===== config.mk =====
export PLATFORM = sky130hd
export DESIGN_NAME = cbd_sampler_ctrl_flat
export DESIGN_NICKNAME = d
export VERILOG_FILES = /design/src/rtl/athos_pkg.sv /design/src/rtl/cbd_sampler_ctrl_if.sv /design/src/rtl/cbd_sampler_ctrl.sv /design/src/flat_wrapper.sv
export SDC_FILE = /design/constraint.sdc
export NUM_CORES = 1
export LEC_CHECK = 0
export BUFFER_PORTS_ARGS = -buffer_cell sky130_fd_sc_hd__buf_2
export CAP_MARGIN = 25
export CORE_MARGIN = 1.5
export CORE_UTILIZATION = 46
export CTS_CLUSTER_DIAMETER = 50
export DETAILED_ROUTE_END_ITERATION = 7
export PLACE_DENSITY = 0.84
export SLEW_MARGIN = 5
export SYNTH_ARGS = -nofsm -noshare
export SYNTH_HDL_FRONTEND = slang
export SYNTH_SLANG_ARGS = --single-unit
export TNS_END_PERCENT = 10

===== constraint.sdc =====
create_clock -name clk_i -period 2 [get_ports clk_i]
set_input_delay 0.2 -clock clk_i [delete_from_list [all_inputs] [get_ports clk_i]]
set_output_delay 0.2 -clock clk_i [all_outputs]
set_load 0.005 [all_outputs]

===== src/rtl/athos_pkg.sv =====
`default_nettype none
// ============================================================================
//  Module   : athos_pkg
//  Brief    : Shared types and cbd funct7 mode codes for the athos accelerator.
//  Revision : 1.0
// ============================================================================
package athos_pkg;

    typedef logic [6:0] funct7_t;

    // Modes within a family are consecutive, so slot k is BASE + k.
    localparam funct7_t CBD2_1 = 7'h20;
    localparam funct7_t CBD3_1 = 7'h28;

endpackage
`default_nettype wire


===== src/rtl/cbd_sampler_ctrl_if.sv =====
`default_nettype none
// ============================================================================
//  Module   : cbd_sampler_ctrl_if
//  Brief    : Control, word-stream, cbd-operand and coefficient-stream bundle.
//  Revision : 1.0
// ============================================================================
interface cbd_sampler_ctrl_if #(
    parameter int N_COEFFS = 256,
    parameter int COEFF_W  = 12
);
    localparam int IDX_W = $clog2(N_COEFFS);

    logic                   start_i;
    logic                   eta3_i;
    logic                   clear_i;
    logic                   busy_o;
    logic                   done_o;
    logic                   word_valid_i;
    logic                   word_ready_o;
    logic [31:0]            word_i;
    athos_pkg::funct7_t     cbd_mode_o;
    logic [31:0]            cbd_data_o;
    logic [31:0]            cbd_res_i;
    logic                   coef_valid_o;
    logic                   coef_ready_i;
    logic [COEFF_W-1:0]     coef_o;
    logic [IDX_W-1:0]       coef_idx_o;

    // Controller side; names are relative to the controller.
    modport slave (
        input  start_i, eta3_i, clear_i, word_valid_i, word_i, cbd_res_i, coef_ready_i,
        output busy_o, done_o, word_ready_o, cbd_mode_o, cbd_data_o,
               coef_valid_o, coef_o, coef_idx_o
    );

    modport master (
        output start_i, eta3_i, clear_i, word_valid_i, word_i, cbd_res_i, coef_ready_i,
        input  busy_o, done_o, word_ready_o, cbd_mode_o, cbd_data_o,
               coef_valid_o, coef_o, coef_idx_o
    );

endinterface
`default_nettype wire


===== src/rtl/cbd_sampler_ctrl.sv =====
`default_nettype none
// ============================================================================
//  Module   : cbd_sampler_ctrl
//  Brief    : Steps the shared cbd datapath over latched random words and
//             streams reduced centered-binomial coefficients.
//  Revision : 1.0
// ============================================================================
module cbd_sampler_ctrl #(
    parameter int N_COEFFS = 256,
    parameter int Q        = 3329,
    parameter int COEFF_W  = 12
) (
    input  logic                    clk_i,
    input  logic                    rst_ni,
    cbd_sampler_ctrl_if.slave       ctrl_if
);
    localparam int                IDX_W    = $clog2(N_COEFFS);
    localparam logic [IDX_W-1:0]  LAST_IDX = IDX_W'(N_COEFFS - 1);

    typedef enum logic [1:0] {
        S_IDLE = 2'd0,
        S_LOAD = 2'd1,
        S_EMIT = 2'd2,
        S_DONE = 2'd3
    } state_e;

    state_e             state_q, state_d;
    logic               eta3_q, eta3_d;
    logic [31:0]        word_q, word_d;
    logic [2:0]         sub_q, sub_d;
    logic [IDX_W-1:0]   idx_q, idx_d;

    logic               w_last_slot;
    logic [31:0]        w_lifted;
    logic [COEFF_W-1:0] w_reduced;
    logic               w_unused_bits;

    always_ff @(posedge clk_i or negedge rst_ni) begin
        if (!rst_ni) begin
            state_q <= S_IDLE;
            eta3_q  <= 1'b0;
            word_q  <= '0;
            sub_q   <= '0;
            idx_q   <= '0;
        end else begin
            state_q <= state_d;
            eta3_q  <= eta3_d;
            word_q  <= word_d;
            sub_q   <= sub_d;
            idx_q   <= idx_d;
        end
    end

    // Negative cbd results are lifted by Q; both lie below 2^COEFF_W.
    assign w_lifted      = ctrl_if.cbd_res_i + 32'(Q);
    assign w_reduced     = ctrl_if.cbd_res_i[31] ? w_lifted[COEFF_W-1:0]
                                                 : ctrl_if.cbd_res_i[COEFF_W-1:0];
    assign w_unused_bits = ^{w_lifted[31:COEFF_W], ctrl_if.cbd_res_i[30:COEFF_W]};
    assign w_last_slot   = eta3_q ? (sub_q == 3'd3) : (sub_q == 3'd7);

    always_comb begin
        state_d              = state_q;
        eta3_d               = eta3_q;
        word_d               = word_q;
        sub_d                = sub_q;
        idx_d                = idx_q;
        ctrl_if.busy_o       = 1'b0;
        ctrl_if.done_o       = 1'b0;
        ctrl_if.word_ready_o = 1'b0;
        ctrl_if.cbd_mode_o   = '0;
        ctrl_if.cbd_data_o   = '0;
        ctrl_if.coef_valid_o = 1'b0;
        ctrl_if.coef_o       = '0;
        ctrl_if.coef_idx_o   = '0;

        case (state_q)
            S_IDLE: begin
                if (ctrl_if.start_i) begin
                    eta3_d  = ctrl_if.eta3_i;
                    idx_d   = '0;
                    state_d = S_LOAD;
                end
            end
            S_LOAD: begin
                ctrl_if.busy_o       = 1'b1;
                ctrl_if.word_ready_o = 1'b1;
                if (ctrl_if.word_valid_i) begin
                    word_d  = ctrl_if.word_i;
                    sub_d   = '0;
                    state_d = S_EMIT;
                end
            end
            S_EMIT: begin
                ctrl_if.busy_o       = 1'b1;
                ctrl_if.coef_valid_o = 1'b1;
                ctrl_if.cbd_data_o   = word_q;
                ctrl_if.cbd_mode_o   = (eta3_q ? athos_pkg::CBD3_1 : athos_pkg::CBD2_1)
                                       + athos_pkg::funct7_t'(sub_q);
                ctrl_if.coef_o       = w_reduced;
                ctrl_if.coef_idx_o   = idx_q;
                if (ctrl_if.coef_ready_i) begin
                    idx_d = idx_q + 1'b1;
                    sub_d = sub_q + 3'd1;
                    if (idx_q == LAST_IDX) begin
                        state_d = S_DONE;
                    end else if (w_last_slot) begin
                        state_d = S_LOAD;
                    end
                end
            end
            S_DONE: begin
                ctrl_if.done_o = 1'b1;
                state_d        = S_IDLE;
            end
            default: state_d = S_IDLE;
        endcase

        // Abort wins over start and both handshakes; the latched word is kept.
        if (ctrl_if.clear_i) begin
            state_d = S_IDLE;
            idx_d   = '0;
            sub_d   = '0;
            word_d  = word_q;
        end
    end

endmodule
`default_nettype wire


===== src/flat_wrapper.sv =====
// flat-port wrapper written by rule: the top's interface ports become plain ports
module cbd_sampler_ctrl_flat 
#(
    parameter int N_COEFFS = 256,
    parameter int Q        = 3329,
    parameter int COEFF_W  = 12
)
  (clk_i, rst_ni, ctrl_if_start_i, ctrl_if_eta3_i, ctrl_if_clear_i, ctrl_if_word_valid_i, ctrl_if_word_i, ctrl_if_cbd_res_i, ctrl_if_coef_ready_i, ctrl_if_busy_o, ctrl_if_done_o, ctrl_if_word_ready_o, ctrl_if_cbd_mode_o, ctrl_if_cbd_data_o, ctrl_if_coef_valid_o, ctrl_if_coef_o, ctrl_if_coef_idx_o);
  cbd_sampler_ctrl_if #(.N_COEFFS(N_COEFFS), .COEFF_W(COEFF_W)) ctrl_if_i ();
  input  logic clk_i;
  input  logic rst_ni;
  input wire logic [$bits(ctrl_if_i.start_i)-1:0] ctrl_if_start_i;
  input wire logic [$bits(ctrl_if_i.eta3_i)-1:0] ctrl_if_eta3_i;
  input wire logic [$bits(ctrl_if_i.clear_i)-1:0] ctrl_if_clear_i;
  input wire logic [$bits(ctrl_if_i.word_valid_i)-1:0] ctrl_if_word_valid_i;
  input wire logic [$bits(ctrl_if_i.word_i)-1:0] ctrl_if_word_i;
  input wire logic [$bits(ctrl_if_i.cbd_res_i)-1:0] ctrl_if_cbd_res_i;
  input wire logic [$bits(ctrl_if_i.coef_ready_i)-1:0] ctrl_if_coef_ready_i;
  output wire logic [$bits(ctrl_if_i.busy_o)-1:0] ctrl_if_busy_o;
  output wire logic [$bits(ctrl_if_i.done_o)-1:0] ctrl_if_done_o;
  output wire logic [$bits(ctrl_if_i.word_ready_o)-1:0] ctrl_if_word_ready_o;
  output wire logic [$bits(ctrl_if_i.cbd_mode_o)-1:0] ctrl_if_cbd_mode_o;
  output wire logic [$bits(ctrl_if_i.cbd_data_o)-1:0] ctrl_if_cbd_data_o;
  output wire logic [$bits(ctrl_if_i.coef_valid_o)-1:0] ctrl_if_coef_valid_o;
  output wire logic [$bits(ctrl_if_i.coef_o)-1:0] ctrl_if_coef_o;
  output wire logic [$bits(ctrl_if_i.coef_idx_o)-1:0] ctrl_if_coef_idx_o;
  assign ctrl_if_i.start_i = ctrl_if_start_i;
  assign ctrl_if_i.eta3_i = ctrl_if_eta3_i;
  assign ctrl_if_i.clear_i = ctrl_if_clear_i;
  assign ctrl_if_i.word_valid_i = ctrl_if_word_valid_i;
  assign ctrl_if_i.word_i = ctrl_if_word_i;
  assign ctrl_if_i.cbd_res_i = ctrl_if_cbd_res_i;
  assign ctrl_if_i.coef_ready_i = ctrl_if_coef_ready_i;
  assign ctrl_if_busy_o = ctrl_if_i.busy_o;
  assign ctrl_if_done_o = ctrl_if_i.done_o;
  assign ctrl_if_word_ready_o = ctrl_if_i.word_ready_o;
  assign ctrl_if_cbd_mode_o = ctrl_if_i.cbd_mode_o;
  assign ctrl_if_cbd_data_o = ctrl_if_i.cbd_data_o;
  assign ctrl_if_coef_valid_o = ctrl_if_i.coef_valid_o;
  assign ctrl_if_coef_o = ctrl_if_i.coef_o;
  assign ctrl_if_coef_idx_o = ctrl_if_i.coef_idx_o;
  cbd_sampler_ctrl #(.N_COEFFS(N_COEFFS), .Q(Q), .COEFF_W(COEFF_W)) u_core (.clk_i(clk_i), .rst_ni(rst_ni), .ctrl_if(ctrl_if_i));
endmodule

---- Word-level counts from Yosys, hierarchy flattened ----
Index checks and enable logic that the tools add are counted.
word-level totals
  output and inout port bits .............. 63
  input bits .............................. 71
  logic and storage cells ................. 55
  flip-flop bits (word level) ............. 46
operators by class
  bitwise operators ....................... 1
  add/sub/neg operators ................... 4
  mux-type cells .......................... 26
  reduce and logical (&&, ||, !) cells .... 9
  eq/ne operators ......................... 10
operator list
  operator                  count
  $mux W32                  1
  $mux W8                   4
  $mux W12                  2
  $pmux W8 S2               1
  $add A12 B12 Y12 const B  1
  $mux W2                   6
  $mux W3                   3
  $ne A3 B3 Y1 const B      3
  $reduce_and A3 Y1         3
  $add A8 B1 Y8 const B     1
  $eq A8 B8 Y1 const B      1
  $pmux W2 S4               1
  $add A7 B3 Y7             1
  $mux W7                   1
  $pmux W3 S2               1
  $reduce_bool A3 Y1        2
  $mux W1                   5
  $eq A2 B2 Y1 const B      2
  $mux W4                   1
  $ne A4 B2 Y1 const B      1
  $reduce_and A4 Y1         1
  $add A3 B1 Y3 const B     1
  $eq A3 B2 Y1 const B      1
  $eq A3 B3 Y1 const B      1
  other kinds (5)           5

---- Logic depth before layout (Yosys ltp) ----
  word-level depth ........................ 7
  mapped depth ............................ 8
  depth with buffers taken out ............ 6

---- Worst setup path after synthesis ----
Ideal clock, no wire load.
  path type ............................... register -> output
  from .................................... reg u_core.state_q[0]
  to ...................................... out ctrl_if_coef_o[9]
  data arrival time ....................... 1654 ps
  setup slack ............................. 146 ps
  buffers on the path ..................... 2
  cell stages (with the launch flop) ...... 8
  path through ............................ dfrtp_1 inv_1 ha_1 buf_2 clkbuf_1 nand4b_1 o21ai_0 or3b_2
between the ends
  longest elaborated chain between the ends .. 2
RTL lines
  item                    RTL line                RTL
  from (decl)             cbd_sampler_ctrl.sv:27  state_e state_q, state_d;
  from (signal assigned)  cbd_sampler_ctrl.sv:46  state_q <= state_d;
  $eq A2 B2 Y1            cbd_sampler_ctrl.sv:76  case (state_q)
  $mux W12                cbd_sampler_ctrl.sv:76
  to (decl)               flat_wrapper.sv:25      output wire logic [$bits(ctrl_if_i.coef_o)-1:0] ctrl_if_coef_o;
Every way passes these cells.

---- Worst setup path after layout ----
  from .................................... reg u_core.state_q[1]
  to ...................................... out ctrl_if_coef_o[11]
The elaborated chain is that of the path after synthesis.

==> results by group <==
Synth
  • Top_reg_cell synth: dfrtp_1
  • Mapped Cells: ~270
  • Register area share after synthesis: 0.419
  • Post-synth ARST share: 1.00
  • Yosys top cell by area: dfrtp_1
  • Top-area cell type share of the netlist area: 0.419
  • Post-synth EDFFs: 0
  • Post-synthesis cell type count: 42
  • Cell area after synthesis: about 0.0027 sq mm
  • #FFs+latches synth: 46
  • Largest cells by area after synthesis: dfrtp_1, mux2_2, and2_1
  • Syn. warnings: 0
  • Mean post-synth cell area: ~10 sq um

Timing
  • PnR worst setup slack: approximately 0.00044 ns
  • Clk_skew: between 0.004 and 0.005 ns
  • Total Neg Setup Slack: 0 ns
  • Rel. slew slack: 0.604
  • Slew at the pin closest to its max-slew limit: between 0.5 and 0.6 ns
  • Max Transition Viols Final: 0
  • RSZ-0062 raised after global routing: true
  • Fmax: ~0.50 GHz
  • Final Critical Period: between 1.5 and 2 ns
  • Hold slack: -0.0176 ns
  • Hold Vio Cnt, Final: 12
  • Fin crit share: 1.00
  • Final setup viols: 0

Routing
  • Drt initial violations: between 100 and 150
  • Post-route DRC: 0
  • Vias/cell: ~5.4
  • Routed wire length: ~6100 um
  • Vias: roughly 2400
  • Routed WL per cell: between 10 and 15 um
  • Final ANT Viol Nets: 0
  • Drt pass-1 iters: 4

Global routing
  • GRT met3 Usage: 0.0432
  • Largest net degree at the start of global routing: 47
  • Top Usage Layer GRT: met2
  • Antenna violations before repair: 0
  • Global-route wire length before repair: roughly 10000 um
  • Met2 usage: 0.371
  • Vias in the first global route: approximately 2400
  • Gr usage total: 0.199
  • Met1 usage in global routing: 0.220
  • GRT overflow: 0

Placement
  • I/O Buffers: about 110
  • HPWL after DPL: approximately 4500 um
  • GP Congestion: about 0.80
  • Pre-CTS setup slack: roughly 0.11 ns
  • Dpl cells: 447

Floorplanning
  • Die Wd: ~80 um
  • Die area: between 0.006 and 0.007 sq mm
  • Core Footprint: 0.00564 sq mm
  • I/O pins: roughly 130
  • Die height: 80.3 um
  • Row cnt: 27
  • Initial Util: 0.487

Hold path
  • Type of the worst min-delay path: in -> async

Critical path
  • Worst Setup End Kind: output port
  • Kind of critical path: reg -> out
  • Crit Path Max Fanout: 5
  • CP arrival: ~1.8 ns
  • Worst path required time: 1.80 ns
  • Depth of the worst register-to-register path: 8
  • CP Launch Type: register

Clocking
  • CTS H-tree lvls: 2
  • CTS tree: yes
  • Cts hold-fix bufs: 0
  • Clock Latency Late Sink: between 0.2 and 0.3 ns
  • Root Driver: clkbuf_8
  • Clock sinks: 46
  • CTS clock-pin slew for the worst setup and hold paths: 0.08 ns
  • Total CTS buffers: 5
  • Longest Clk Path Bufs: 2

Finish
  • Post-Layout Cell Count: 457
  • Area of the multi-input gates: 0.00152 sq mm
  • Fill count: between 400 and 500
  • Most frequent cells in the layout: buf_2, and2_1, dfrtp_1
  • Fraction of layout cells with a size suffix above 1: 0.449
  • Commonest non-fill, non-tap cell in the layout: buf_2
  • Sequential Area: approximately 0.0012 sq mm
  • N_diodes: 0
  • Area grow syn2layout: 29.4%
  • Fin nets: approximately 460

Power and ir drop
  • Sequential Power Share: 0.428
  • Clock share of power: 0.207
  • Worst vdd ir: ~0.00059 V
  • Int Power: 0.00237 W
  • Leakage: 1.82 nW
  • Switching share of power: 0.299
  • Power Dens Cells: approximately 950 mW/mm^2
  • Logic pwr share: 0.365
  • Switching Power: between 0.001 and 0.0015 W

Outcome
  • Failing checks: negative hold slack
  • Status: finished, violations left

Flow run
  • MaxCap Viol Count: 0
==> state kept, by name, summed over array words and instances, names as in the netlist <==
| signal | cells |
|---|---|
| u_core.state_q | 2 |
| u_core.eta3_q | 1 |
| u_core.idx_q | 8 |
| u_core.word_q | 32 |
| u_core.sub_q | 3 |
==> cell usage after synthesis, types with 3 or more instances <==
cell	n
ha_1	7
and3_1	5
nand3b_1	3
or3_1	3
nand3_1	8
a31oi_1	3
nand4_1	8
clkbuf_1	9
xnor2_1	6
nor3_1	3
buf_4	3
dfrtp_1	46
mux2_2	33
nor2_1	3
and2_1	52
buf_2	7
nand2_1	14
o21ai_0	17
nor2b_1	5
nand2b_1	4
o211ai_1	4
inv_1	4
==> critical path: stages, from the launching register on <==
cell     delay [ns]
dfrtp_1        0.41
ha_4           0.19
nor2b_4        0.12
and3_1         0.13
or4_1          0.51
buf_2          0.14
==> worst paths after layout <==
check | endpoint | slack, ns | start
max in group asynchronous | u_core.idx_q[7]$_DFFE_PN0P_ | 1.61 | rst_ni
worst min-delay path | u_core.word_q[31]$_DFFE_PN0P_ | -0.02 | rst_ni
worst max register to register | u_core.idx_q[6]$_DFFE_PN0P_ | 0.11 | u_core.state_q[1]$_DFFE_PN0P_
min in group clk_i | u_core.word_q[23]$_DFFE_PN0P_ | 0.13 | ctrl_if_word_i[23]
worst max-delay path | ctrl_if_coef_o[11] | 0.0004 | u_core.state_q[1]$_DFFE_PN0P_
worst min register to register | u_core.word_q[28]$_DFFE_PN0P_ | 0.50 | u_core.word_q[28]$_DFFE_PN0P_
==> cell type report <==
type	instances	area share
multi-input cells	206	0.429
flip-flops and latches	46	0.324
repair buffers	122	0.186
well taps	72	0.0254
clock buffers	6	0.0232
clock inverters	1	0.00845
inverters	4	0.00423
==> kinds of logic (layout without fill, tap and decap cells) <==
kind of cell             Yosys count  after routing  share of synthesized area
AND/OR/NAND/NOR                  121            121                      0.268
flip-flops                        46             46                      0.419
AO/OA/AOI/OAI                     34             34                     0.0766
multiplexers                      34             34                      0.139
buffers and inverters             23            133                     0.0387
XOR/XNOR                           8              8                     0.0255
adder cells (fa/ha/maj)            7              7                     0.0319
other                              1              2                    0.00137
==> per-layer routing <==
metal | vias up | share of wire | routed length [um]
met5 | - | 0 | 0
met4 | 0 | 0.014 | 87
met3 | 12 | 0.065 | 402
met2 | 96 | 0.51 | 3140
met1 | 1172 | 0.41 | 2520
li1 | 1165 | - | -
==> through the flow <==
step            util  hold slack [ns]  cell area, sq um  total power, W
2_1_floorplan      -          -0.0956              2750         0.00219
3_3_place_gp   0.601            0.325              3390         0.00258
3_5_place_dp   0.601            0.326              3390         0.00266
4_1_cts        0.628           0.0129              3540         0.00340
5_1_grt        0.630           0.0426              3550         0.00360
6_report       0.630          -0.0176              3550         0.00338
==> power groups by stage <==
stage | combinational, W | sequential, W | clock [W]
6_report | 0.00123 | 0.00145 | 0.000701
5_1_grt | 0.00137 | 0.00149 | 0.000747
4_1_cts | 0.00124 | 0.00145 | 0.000717
3_5_place_dp | 0.00119 | 0.00146 | 0
3_3_place_gp | 0.00114 | 0.00143 | 0
2_1_floorplan | 0.000784 | 0.00141 | 0
==> repair_timing <==
| action | CTS | global route |
|---|---|---|
| gates cloned | 0 | 0 |
| pin swaps | 3 | 1 |
| endpoints found under the setup margin | 2 | 5 |
| resized for setup | 5 | 3 |
| setup buffers | 3 | 0 |
Power figures use the tool's default switching activity.
